<file path="config.mk">
export PLATFORM = sky130hd
export DESIGN_NAME = camera_fifo_reader_flat
export DESIGN_NICKNAME = d
export VERILOG_FILES = /design/src/rtl/camera_fifo_reader_if.sv /design/src/rtl/camera_fifo_reader.sv /design/src/flat_wrapper.sv
export SDC_FILE = /design/constraint.sdc
export NUM_CORES = 1
export LEC_CHECK = 0
export ABC_AREA = 0
export CAP_MARGIN = 5
export CELL_PAD_IN_SITES_DETAIL_PLACEMENT = 1
export CELL_PAD_IN_SITES_GLOBAL_PLACEMENT = 2
export CORE_ASPECT_RATIO = 1.75
export CORE_MARGIN = 4
export CORE_UTILIZATION = 33
export DETAILED_ROUTE_END_ITERATION = 8
export PLACE_DENSITY_LB_ADDON = 0.1
export SLEW_MARGIN = 20
export SYNTH_ARGS = -nofsm -noshare
export SYNTH_HDL_FRONTEND = slang
export SYNTH_SLANG_ARGS = --single-unit
</file>
<file path="constraint.sdc">
create_clock -name rd_clk -period 3.68 [get_ports rd_clk]
set_input_delay 0.736 -clock rd_clk [delete_from_list [all_inputs] [get_ports rd_clk]]
set_output_delay 0.736 -clock rd_clk [all_outputs]
set_load 0.05 [all_outputs]
</file>
<file path="src/rtl/camera_fifo_reader_if.sv">
// Bundle of the camera FIFO read port, the pixel stream and the frame
// control strobes around camera_fifo_reader.
// master: the reader (pops bytes, drives the pixel stream).
// slave : the surroundings (FIFO, downstream pipeline, controller).
interface camera_fifo_reader_if #(
  parameter int H_BITS = 12,
  parameter int V_BITS = 11
);
  // Frame control
  logic              start;
  logic              busy;
  logic              frame_done;
  // FIFO read port
  logic              rd_en;
  logic              rd_vld;
  logic [7:0]        rd_data;
  // Pixel stream
  logic              pix_vld;
  logic              pix_rdy;
  logic [15:0]       pix_data;
  logic              pix_sof;
  logic              pix_eol;
  logic [H_BITS-1:0] x_cnt;
  logic [V_BITS-1:0] y_cnt;

  modport master (
    input  start, rd_vld, rd_data, pix_rdy,
    output busy, frame_done, rd_en, pix_vld, pix_data, pix_sof, pix_eol,
           x_cnt, y_cnt
  );

  modport slave (
    output start, rd_vld, rd_data, pix_rdy,
    input  busy, frame_done, rd_en, pix_vld, pix_data, pix_sof, pix_eol,
           x_cnt, y_cnt
  );
endinterface

</file>
<file path="src/rtl/camera_fifo_reader.sv">
// camera_fifo_reader: pops bytes from the camera prefetch FIFO, pairs them
// into 16-bit RGB565 pixels and emits one frame of pixels per start pulse,
// tagged with sof/eol markers and x/y position.
// Optional build macro CAMERA_FIFO_RD_SWAP_EN: pixel = {second, first} byte
// instead of the default {first, second}.
//
// Handshakes: a byte pops on any rising edge where rd_en && rd_vld; a pixel
// transfers on any rising edge where pix_vld && pix_rdy. pix_vld never drops
// without a transfer, and the pixel fields hold while pix_vld && !pix_rdy.
// rd_en is derived from registered state plus pix_rdy, never from rd_vld.
module camera_fifo_reader #(
  parameter int H_ACTIVE = 1280,
  parameter int V_ACTIVE = 720,
  parameter int H_BITS   = 12,
  parameter int V_BITS   = 11
) (
  input  logic                 rd_clk,
  input  logic                 rd_rst_n,
  camera_fifo_reader_if.master bus,
  output logic [1:0]           state_o
);

  typedef enum logic [1:0] {
    ST_IDLE  = 2'd0,
    ST_RUN   = 2'd1,
    ST_FLUSH = 2'd2
  } state_t;

  localparam logic [H_BITS-1:0] X_LAST = H_BITS'(H_ACTIVE - 1);
  localparam logic [V_BITS-1:0] Y_LAST = V_BITS'(V_ACTIVE - 1);

  state_t            state_q;
  logic              phase_q;     // 0: next pop is first byte, 1: second
  logic [7:0]        hi_q;        // first byte of the pixel being assembled
  logic [H_BITS-1:0] px_q;        // position of the next pixel to load
  logic [V_BITS-1:0] py_q;
  logic [H_BITS-1:0] px_d;
  logic [V_BITS-1:0] py_d;
  logic [15:0]       pair_d;
  logic              pix_vld_q;
  logic [15:0]       pix_data_q;
  logic              pix_sof_q;
  logic              pix_eol_q;
  logic [H_BITS-1:0] x_cnt_q;
  logic [V_BITS-1:0] y_cnt_q;
  logic              frame_done_q;
  logic              pop;
  logic              xfer;
  logic              at_last;

  // Pop request: first byte can always be taken; second byte only when the
  // output register is free or is being emptied this cycle.
  assign bus.rd_en = (state_q == ST_RUN) && (!phase_q || !pix_vld_q || bus.pix_rdy);
  assign pop       = bus.rd_en && bus.rd_vld;
  assign xfer      = pix_vld_q && bus.pix_rdy;
  assign at_last   = (px_q == X_LAST) && (py_q == Y_LAST);

  // Next raster position and byte-pair assembly.
  always_comb begin
    px_d = px_q + H_BITS'(1);
    py_d = py_q;
    if (px_q == X_LAST) begin
      px_d = '0;
      py_d = py_q + V_BITS'(1);
    end
`ifdef CAMERA_FIFO_RD_SWAP_EN
    pair_d = {bus.rd_data, hi_q};
`else
    pair_d = {hi_q, bus.rd_data};
`endif
  end

  // Frame FSM with byte pairing and the registered pixel output stage.
  always_ff @(posedge rd_clk) begin
    if (!rd_rst_n) begin
      state_q      <= ST_IDLE;
      phase_q      <= 1'b0;
      hi_q         <= '0;
      px_q         <= '0;
      py_q         <= '0;
      pix_vld_q    <= 1'b0;
      pix_data_q   <= '0;
      pix_sof_q    <= 1'b0;
      pix_eol_q    <= 1'b0;
      x_cnt_q      <= '0;
      y_cnt_q      <= '0;
      frame_done_q <= 1'b0;
    end else begin
      frame_done_q <= 1'b0;
      if (xfer) pix_vld_q <= 1'b0;
      case (state_q)
        ST_IDLE: begin
          if (bus.start) begin
            state_q <= ST_RUN;
            phase_q <= 1'b0;
            px_q    <= '0;
            py_q    <= '0;
          end
        end
        ST_RUN: begin
          if (pop && !phase_q) begin
            hi_q    <= bus.rd_data;
            phase_q <= 1'b1;
          end else if (pop) begin
            pix_vld_q  <= 1'b1;
            pix_data_q <= pair_d;
            pix_sof_q  <= (px_q == '0) && (py_q == '0);
            pix_eol_q  <= (px_q == X_LAST);
            x_cnt_q    <= px_q;
            y_cnt_q    <= py_q;
            phase_q    <= 1'b0;
            px_q       <= px_d;
            py_q       <= py_d;
            if (at_last) state_q <= ST_FLUSH;
          end
        end
        ST_FLUSH: begin
          if (xfer) begin
            state_q      <= ST_IDLE;
            frame_done_q <= 1'b1;
          end
        end
        default: state_q <= ST_IDLE;
      endcase
    end
  end

  assign bus.busy       = (state_q != ST_IDLE);
  assign bus.frame_done = frame_done_q;
  assign bus.pix_vld    = pix_vld_q;
  assign bus.pix_data   = pix_data_q;
  assign bus.pix_sof    = pix_sof_q;
  assign bus.pix_eol    = pix_eol_q;
  assign bus.x_cnt      = x_cnt_q;
  assign bus.y_cnt      = y_cnt_q;
  assign state_o        = state_q;

endmodule

</file>
<file path="src/flat_wrapper.sv">
// flat-port wrapper written by rule: the top's interface ports become plain ports
module camera_fifo_reader_flat 
#(
  parameter int H_ACTIVE = 1280,
  parameter int V_ACTIVE = 720,
  parameter int H_BITS   = 12,
  parameter int V_BITS   = 11
)
  (rd_clk, rd_rst_n, state_o, bus_start, bus_rd_vld, bus_rd_data, bus_pix_rdy, bus_busy, bus_frame_done, bus_rd_en, bus_pix_vld, bus_pix_data, bus_pix_sof, bus_pix_eol, bus_x_cnt, bus_y_cnt);
  camera_fifo_reader_if #(.H_BITS(H_BITS), .V_BITS(V_BITS)) bus_i ();
  input  logic rd_clk;
  input  logic rd_rst_n;
  output logic [1:0] state_o;
  input wire logic [$bits(bus_i.start)-1:0] bus_start;
  input wire logic [$bits(bus_i.rd_vld)-1:0] bus_rd_vld;
  input wire logic [$bits(bus_i.rd_data)-1:0] bus_rd_data;
  input wire logic [$bits(bus_i.pix_rdy)-1:0] bus_pix_rdy;
  output wire logic [$bits(bus_i.busy)-1:0] bus_busy;
  output wire logic [$bits(bus_i.frame_done)-1:0] bus_frame_done;
  output wire logic [$bits(bus_i.rd_en)-1:0] bus_rd_en;
  output wire logic [$bits(bus_i.pix_vld)-1:0] bus_pix_vld;
  output wire logic [$bits(bus_i.pix_data)-1:0] bus_pix_data;
  output wire logic [$bits(bus_i.pix_sof)-1:0] bus_pix_sof;
  output wire logic [$bits(bus_i.pix_eol)-1:0] bus_pix_eol;
  output wire logic [$bits(bus_i.x_cnt)-1:0] bus_x_cnt;
  output wire logic [$bits(bus_i.y_cnt)-1:0] bus_y_cnt;
  assign bus_i.start = bus_start;
  assign bus_i.rd_vld = bus_rd_vld;
  assign bus_i.rd_data = bus_rd_data;
  assign bus_i.pix_rdy = bus_pix_rdy;
  assign bus_busy = bus_i.busy;
  assign bus_frame_done = bus_i.frame_done;
  assign bus_rd_en = bus_i.rd_en;
  assign bus_pix_vld = bus_i.pix_vld;
  assign bus_pix_data = bus_i.pix_data;
  assign bus_pix_sof = bus_i.pix_sof;
  assign bus_pix_eol = bus_i.pix_eol;
  assign bus_x_cnt = bus_i.x_cnt;
  assign bus_y_cnt = bus_i.y_cnt;
  camera_fifo_reader #(.H_ACTIVE(H_ACTIVE), .V_ACTIVE(V_ACTIVE), .H_BITS(H_BITS), .V_BITS(V_BITS)) u_core (.rd_clk(rd_clk), .rd_rst_n(rd_rst_n), .bus(bus_i), .state_o(state_o));
endmodule
</file>
Yosys cells after proc, flatten, opt, wreduce, memory -nomap -nowiden

Index checks and enable logic that the tools add are counted.

Output and inout port bits: 47
Bits of input ports: 13
Logic and storage cells: 73
Register bits after elaboration: 77

Reductions and logical operators: 22
Bitwise operators: 1
Add/subtract/negate cells: 2
Eq/ne operators: 11
Muxes and demuxes: 25

Operators with widths:

| operator                                                                | number |
|---|---|
| 12-bit 2-to-1 mux                                                       | 4 |
| 11-bit 2-to-1 mux                                                       | 4 |
| 12-bit case mux with 2 select lines                                     | 1 |
| 11-bit case mux with 2 select lines                                     | 1 |
| 12-bit by 1-bit adder with 12-bit output, second input constant         | 1 |
| 12-bit by 11-bit equality test with 1-bit output, second input constant | 1 |
| 12-bit logical NOT                                                      | 1 |
| 11-bit by 1-bit adder with 11-bit output, second input constant         | 1 |
| 11-bit by 10-bit equality test with 1-bit output, second input constant | 1 |
| 11-bit logical NOT                                                      | 1 |
| 2-bit 2-to-1 mux                                                        | 5 |
| 5-bit AND reduction                                                     | 2 |
| 1-bit 2-to-1 mux                                                        | 8 |
| 1-bit logical AND                                                       | 6 |
| 2-bit by 1-bit inequality test with 1-bit output, second input constant | 3 |
| 2-bit inequality test, second input constant                            | 3 |
| 2-bit case mux with 3 select lines                                      | 1 |
| 3-bit AND reduction                                                     | 2 |
| 2-bit AND reduction                                                     | 2 |
| 4-bit AND reduction                                                     | 1 |
| 2-bit nonzero test                                                      | 2 |
| 3-bit by 2-bit inequality test with 1-bit output, second input constant | 1 |
| 2-bit by 1-bit equality test with 1-bit output, second input constant   | 1 |
| 2-bit equality test, second input constant                              | 1 |
| other kinds (5)                                                         | 7 |

Longest topological paths before layout

Gate-level depths: netlist (run 1).

Depth after elaboration: 8
Depth in mapped cells: 7
Mapped depth without buffers: 5

Least setup slack after synthesis (run 1)

Ideal clock, no wire load.

Path kind: reg-to-output
From: register u_core.state_q[0], in the netlist u_core.state_o[0]
To: output bus_rd_en
Data required time: 2.944 ns
Path slack: 1.125 ns
Path buffers: 1
Cell stages (with the launch flop): 4
Arrival: 1.819 ns
Cells stage by stage: dfxtp_1 -> nand2b_1 -> buf_2 -> a21oi_1

Cells in the longest elaborated chain, start to end: 2

RTL lines:

| what                                           | line                      | RTL |
|---|---|---|
| start, declared                                | camera_fifo_reader.sv:32  | `state_t state_q;` |
| start signal, assigned                         | camera_fifo_reader.sv:76  | `state_q <= ST_IDLE;` |
| start signal, assigned                         | camera_fifo_reader.sv:94  | `state_q <= ST_RUN;` |
| start signal, assigned                         | camera_fifo_reader.sv:114 | `if (at_last) state_q <= ST_FLUSH;` |
| 2-bit by 1-bit equality test with 1-bit output | camera_fifo_reader.sv:53  | `assign bus.rd_en = (state_q == ST_RUN) && (!phase_q \|\| !pix_vld_q \|\| bus.pix_rdy);` |
| 1-bit logical AND                              | camera_fifo_reader.sv:53  |  |
| end, declared                                  | flat_wrapper.sv:20        | `output wire logic [$bits(bus_i.rd_en)-1:0] bus_rd_en;` |

No other way between the ends.

Worst setup path in the final report (run 1)

From: input bus_pix_rdy
To: output bus_rd_en

Cells in the longest elaborated chain, start to end: 2

RTL lines:

| what              | line                     | RTL |
|---|---|---|
| start, declared   | flat_wrapper.sv:17       | `input wire logic [$bits(bus_i.pix_rdy)-1:0] bus_pix_rdy;` |
| 1-bit logical OR  | camera_fifo_reader.sv:53 |  |
| 1-bit logical AND | camera_fifo_reader.sv:53 |  |

No other way between the ends.

==> results of run 1 <==
## state kept, by name, summed over array words and instances (netlist names), 2 cells and up
name	cells
u_core.py_q	11
u_core.px_q	12
u_core.state_o	2
u_core.bus.y_cnt	11
u_core.bus.x_cnt	12
u_core.hi_q	8
u_core.bus.pix_data	16
## kinds of logic after synthesis
logic type | Yosys count | synth area share
AND/OR/NAND/NOR | 171 | 0.2489
AO/OA/AOI/OAI | 94 | 0.1738
flip-flops | 77 | 0.4695
buffers and inverters | 43 | 0.05678
multiplexers | 10 | 0.03049
adder cells (fa/ha/maj) | 4 | 0.01524
XOR/XNOR | 2 | 0.005336
## per-layer routing
metal,part of all wire,wire length (microns),up-vias
met2,0.55,5615,52
met1,0.40,4031,1504
li1,-,-,1516
met3,0.029,298,19
met5,0,0,-
met4,0.021,217,0
## cells in the mapped netlist, drive strengths merged
cell	count
o311ai	4
and3	3
nor3	3
a32oi	1
and4	5
a2bb2oi	1
nand2b	2
a311o	1
o41a	1
nand3	11
or2	1
o31ai	8
and2	3
buf	11
or4	6
nand4	8
dfxtp	77
nand2	93
ha	4
o22ai	3
a31oi	5
or3	7
o211ai	2
clkbuf	18
xnor2	2
a21oi	52
nor3b	2
o31a	2
a41oi	1
a21o	1
o221ai	2
o21a	1
nor2	17
nor2b	5
nor4	4
mux2i	10
inv	14
o21ai	8
o32ai	1
or3b	1
## area by class of cell
type / instances / area [sq um]
multi-input cells: 281 / 1560
well taps: 122 / 152.6
inverters: 14 / 52.55
fillers: 1159 / 5299
clock inverters: 4 / 47.55
flip-flops and latches: 77 / 1541
clock buffers: 12 / 246.5
repair buffers: 70 / 685.7
## placed cells by master (no fill, tap or decap), types with 2 or more instances in the layout
master,count
a21oi_1,52
a31oi_1,5
and2_1,2
and3_1,3
and4_1,5
buf_4,10
clkbuf_1,2
clkbuf_16,9
clkdlybuf4s50_1,59
clkinv_2,2
dfxtp_1,77
ha_1,4
inv_1,13
mux2i_1,10
nand2_1,93
nand2b_1,2
nand3_1,11
nand4_1,8
nor2_1,17
nor2b_1,5
nor3_1,2
nor3b_1,2
nor4_1,3
o211ai_1,2
o21ai_0,7
o221ai_1,2
o22ai_1,3
o311ai_0,4
o31a_1,2
o31ai_1,8
or3_1,7
or4_1,6
xnor2_1,2
## where the power goes
part           internal [mW]  leakage, nW  switching (mW)  total (mW)
logic                 0.0601        0.685           0.107       0.167
clock network          0.542        0.143           0.341       0.883
registers              0.847        0.622          0.0131       0.860
## metrics by stage
stage / area, sq um / setup WS, ns
final: 4287 / 0.6997
after global routing: 4287 / 0.6289
after CTS: 4287 / 0.6824
after detailed placement: 3993 / 0.6821
after global placement: 3993 / 0.7088
after floorplan: 3283 / 1.125
## worst max-delay path: stages
cell	delay [ns]
clkdlybuf4s50_1	0.48
nor2b_1	0.06
a21oi_1	0.14
clkdlybuf4s50_1	0.82
## path summary, 6_finish.rpt
check | startpoint | endpoint | depth (start not counted) | slack (ns)
max | bus_pix_rdy | bus_rd_en | 4 | 0.70
min | u_core.bus.pix_data[4]$_SDFFE_PN0P_ | u_core.bus.pix_data[4]$_SDFFE_PN0P_ | 2 | 0.45
max reg2reg | u_core.px_q[0]$_SDFFE_PN0P_ | u_core.py_q[10]$_SDFFE_PN0P_ | 5 | 1.32
min reg2reg | u_core.bus.pix_data[4]$_SDFFE_PN0P_ | u_core.bus.pix_data[4]$_SDFFE_PN0P_ | 2 | 0.45
==> flow_summary.json, run 1 <==
{
  "post_cts_buffers": 0,
  "insertedDiodeCount": 0,
  "place_congestion": 0.8236,
  "cts_made_buffers": 9,
  "required_ns": 2.94,
  "path_clk_slew_ns": 0.06,
  "drt-wirelength-per-cell_microns": 17.52,
  "initial_core_util": 0.3425,
  "cts_tree": "done",
  "die_width_microns": 83.40,
  "synth_largest_area_cell": "dfxtp_1",
  "grt_start_max_net_pins": 52,
  "syn_avg_cell_area_sq_um": 8.187,
  "grt_pass1_vias": 3123,
  "yosysSeqAreaShare": 0.4695,
  "clockRootBuffer": "clkbuf_16",
  "syn-num-nets": 418,
  "nNetsFinal": 470,
  "slew_violations": 0,
  "crit_fanout": 2,
  "grt_util_met1": 0.1936,
  "p_per_area_nw_per_um2": 445.8,
  "coreArea_sq_um": 9585,
  "io_pins": 60,
  "htreeDepth": 3,
  "synth_top_cells_by_area": "dfxtp_1 47%, nand2_1 11%, a21oi_1 7.9%",
  "drv_cap": 0,
  "holdWs_ns": 0.4546,
  "use_met2": 0.3308,
  "finalPower_mw": 1.911,
  "drive_gt1_frac": 0.06550,
  "die-area_sq_um": 11670,
  "rsz0062_at_grt": "no",
  "grt_pass1_wl_microns": 16440,
  "ys_ff_latch": 77,
  "top_usage_layer": "met2",
  "hp-class": "flip-flop to flip-flop",
  "track_usage": 0.1769,
  "min_period_ns": 2.980,
  "gr-usage-met3": 0.03290,
  "p_leak_nw": 1.450,
  "dp.cells": 564,
  "finalClockSkew_ns": 0.003393,
  "netlist_instances": 401,
  "viasPerCell": 5.329,
  "timing.fmax_ghz": 0.3355,
  "syn_area_sq_um": 3283,
  "maxSlewHeadroom": 0.4703,
  "clock_latency_ns": 0.33,
  "ys_types": 46,
  "synth_top_area_frac": 0.4695,
  "route.vias.total": 3091,
  "drt_first_pass_iters": 4,
  "utilization": 0.4472,
  "worstSetupStartpointType": "primary input",
  "post-route-period-util": 0.8099,
  "clockBufferDepth": 2,
  "antenna_found_initial": 0,
  "cts.sink_count": 77,
  "die_h_microns": 140.0,
  "hpwl_microns": 7465,
  "dr.first_iter.drc_count": 140,
  "path_class": "primary input to primary output",
  "stdcell_count": 580,
  "fin_tns_setup_ns": 0,
  "setup_viol": 0,
  "worst_pin_slew_ns": 0.7944,
  "endpoint_kind": "primary output",
  "overflow": 0,
  "io_buffers": 59,
  "yosys_warnings": 0,
  "status": "finished, final reports clean",
  "arrival_ns": 2.24,
  "row_count": 47,
  "cts_resized": 0,
  "finalWirelength_microns": 10160,
  "hold_viol_final": 0,
  "antenna_left": 0,
  "route.detailed.drc": 0,
  "vdd_drop_max_uv": 246.2,
  "cts_hold_buf": 0,
  "area_delta_synth_final_pct": 30.56
}
Note: power is estimated with default switching activity, not from simulation.
==> inputs of run 2 (changes only) <==
CORE_UTILIZATION = 27   (was 33)
clock period = 2.68 ns   (was 3.68 ns; I/O delays follow)
==> run 2 against run 1 <==
Net effect: total power up 34%; via count about the same; wire length increased by 5.5%; flip-flop and latch count stayed put; global-route usage fell by 1.8 points; cell count up 4.0%; sequential power up 37%; critical path type is now flip-flop to primary output.
==> flow_summary.json, run 2 (synthesis results as in run 1) <==
{
  "status": "finished, final reports clean",
  "setup_viol": 0,
  "cts_made_buffers": 9,
  "critical_path.reg2reg.endpoint": "u_core.py_q[6]$_SDFFE_PN0P_",
  "reg2reg_from": "u_core.px_q[8]$_SDFFE_PN0P_",
  "antenna_left": 0,
  "place_congestion": 0.7961,
  "grt_pass1_vias": 3192,
  "track_usage": 0.1593,
  "grt_pass1_wl_microns": 17420,
  "hpwl_microns": 8130,
  "timing.fmax_ghz": 0.4165,
  "arrival_ns": 1.87,
  "slew_violations": 0,
  "htreeDepth": 3,
  "io_buffers": 59,
  "clockRootBuffer": "clkbuf_16",
  "worstPathCellList": "or2_2 > clkdlybuf4s50_1",
  "critPathMaxStageDelay_ns": 0.82,
  "area_delta_synth_final_pct": 33.16,
  "coreArea_sq_um": 11940,
  "critical-path-slowest-cell": "clkdlybuf4s50_1",
  "grt_start_max_net_pins": 42,
  "drv_cap": 0,
  "drt-wirelength-per-cell_microns": 17.79,
  "cts_hold_buf": 0,
  "hp-class": "flip-flop to flip-flop",
  "route.vias.total": 3089,
  "drive_gt1_frac": 0.08584,
  "mostFrequentLayoutCell": "nand2_1",
  "maxSlewHeadroom": 0.5193,
  "drt_first_pass_iters": 4,
  "path_class": "flip-flop to primary output",
  "die_h_microns": 153.9,
  "vdd_drop_max_uv": 260.0,
  "route.detailed.drc": 0,
  "endpoint_kind": "primary output",
  "finalClockSkew_ns": 0.006739,
  "finalWirelength_microns": 10730,
  "min_path_cells": 2,
  "nNetsFinal": 478,
  "p_per_area_nw_per_um2": 586.2,
  "path_clk_slew_ns": 0.06,
  "cts_tree": "done",
  "insertedDiodeCount": 0,
  "p_leak_nw": 1.486,
  "reg2reg_slack_ns": 0.68,
  "fin_tns_setup_ns": 0,
  "post-route-period-util": 0.8959,
  "largest_reg_flops": 16,
  "min_to": "u_core.bus.pix_data[1]$_SDFFE_PN0P_",
  "row_count": 53,
  "post_cts_buffers": 0,
  "initial_core_util": 0.2751,
  "dp_slack_ns": 0.2184,
  "min_period_ns": 2.401,
  "worst_pin_slew_ns": 0.7177,
  "layout_common_cells": "93 x nand2_1, 77 x dfxtp_1, 58 x clkdlybuf4s50_1",
  "worstSetupStartpointType": "flip-flop",
  "r2r_cells": 4,
  "viasPerCell": 5.123,
  "cts_resized": 0,
  "antenna_found_initial": 0,
  "cts.sink_count": 77,
  "clock_latency_ns": 0.33,
  "hold_viol_final": 0,
  "crit_fanout": 10,
  "required_ns": 2.14,
  "fillers": 1421,
  "dr.first_iter.drc_count": 121,
  "layout_setup_ws_ns": 0.2789,
  "rsz0062_at_grt": "no",
  "die-area_sq_um": 14060,
  "overflow": 0,
  "hp-start": "u_core.bus.pix_data[1]$_SDFFE_PN0P_",
  "io_pins": 60,
  "die_width_microns": 91.36,
  "clockBufferDepth": 2
}
## run 2: changes by cell type in the layout (fill, tap and decap cells not counted)
cell             change
clkbuf_8             -1
buf_4                +7
clkinv_4             +2
clkdlybuf4s50_1      -1
clkbuf_1             -1
buf_12               +2
bufinv_16            -1
inv_6                +1
clkinvlp_4           +2
clkinv_2             -2
## run 2: per-layer routing
metal / part of all wire / wire length, microns / vias up / track usage
met5: 0 / 0 / - / 0
met4: 0.029 / 308 / 0 / 0.07698
met3: 0.033 / 350 / 18 / 0.03573
met2: 0.55 / 5913 / 67 / 0.2916
met1: 0.39 / 4154 / 1478 / 0.1697
li1: - / - / 1526 / -
## run 2: through the flow
stage                     std cells  utilization  power (mW)  area [sq um]  hold WS, ns
after floorplan                 401            -       1.351          3283       0.4313
after global placement          587       0.3430       1.453          4094       0.4429
after detailed placement        587       0.3430       1.456          4094       0.4464
after CTS                       603       0.3662       2.619          4372       0.4558
after global routing            603       0.3662       2.685          4372       0.4719
final                           603       0.3662       2.563          4372       0.4510
## run 2: where the power goes
group,leakage (nW),internal [mW],total [mW],switching (mW)
sequential,0.622,1.16,1.18,0.0149
combinational,0.738,0.0936,0.247,0.154
clock,0.125,0.634,1.14,0.504
total,1.49,1.89,2.56,0.672
## run 2: critical path, delay by kind of cell (launching register included)
family                 cells  cell delay, ns
and+or+nand+nor            1            0.18
buffers and inverters      1            0.82
DFF                        1            0.54
## run 2: how the worst max path moves through the flow
stage                                              start                           to  slack (ns)  cells after the start
after global routing      u_core.state_o[0]$_SDFFE_PN0P_                     bus_busy        0.20                      2
after detailed placement                       bus_start  u_core.px_q[9]$_SDFFE_PN0P_        0.22                      6
after CTS                 u_core.state_o[0]$_SDFFE_PN0P_                     bus_busy        0.28                      2
after global placement                         bus_start  u_core.py_q[6]$_SDFFE_PN0P_        0.24                      6
final                     u_core.state_o[0]$_SDFFE_PN0P_                     bus_busy        0.28                      2
after floorplan           u_core.state_o[0]$_SDFFE_PN0P_                    bus_rd_en        0.33                      3
## run 2: layout make-up
class,instances,area [sq um],area share
clock inverters,6,48.80,0.01116
clock buffers,10,229.0,0.05238
well taps,137,171.4,0.03921
inverters,14,52.55,0.01202
repair buffers,78,768.2,0.1757
flip-flops and latches,77,1541,0.3526
multi-input cells,281,1560,0.3569
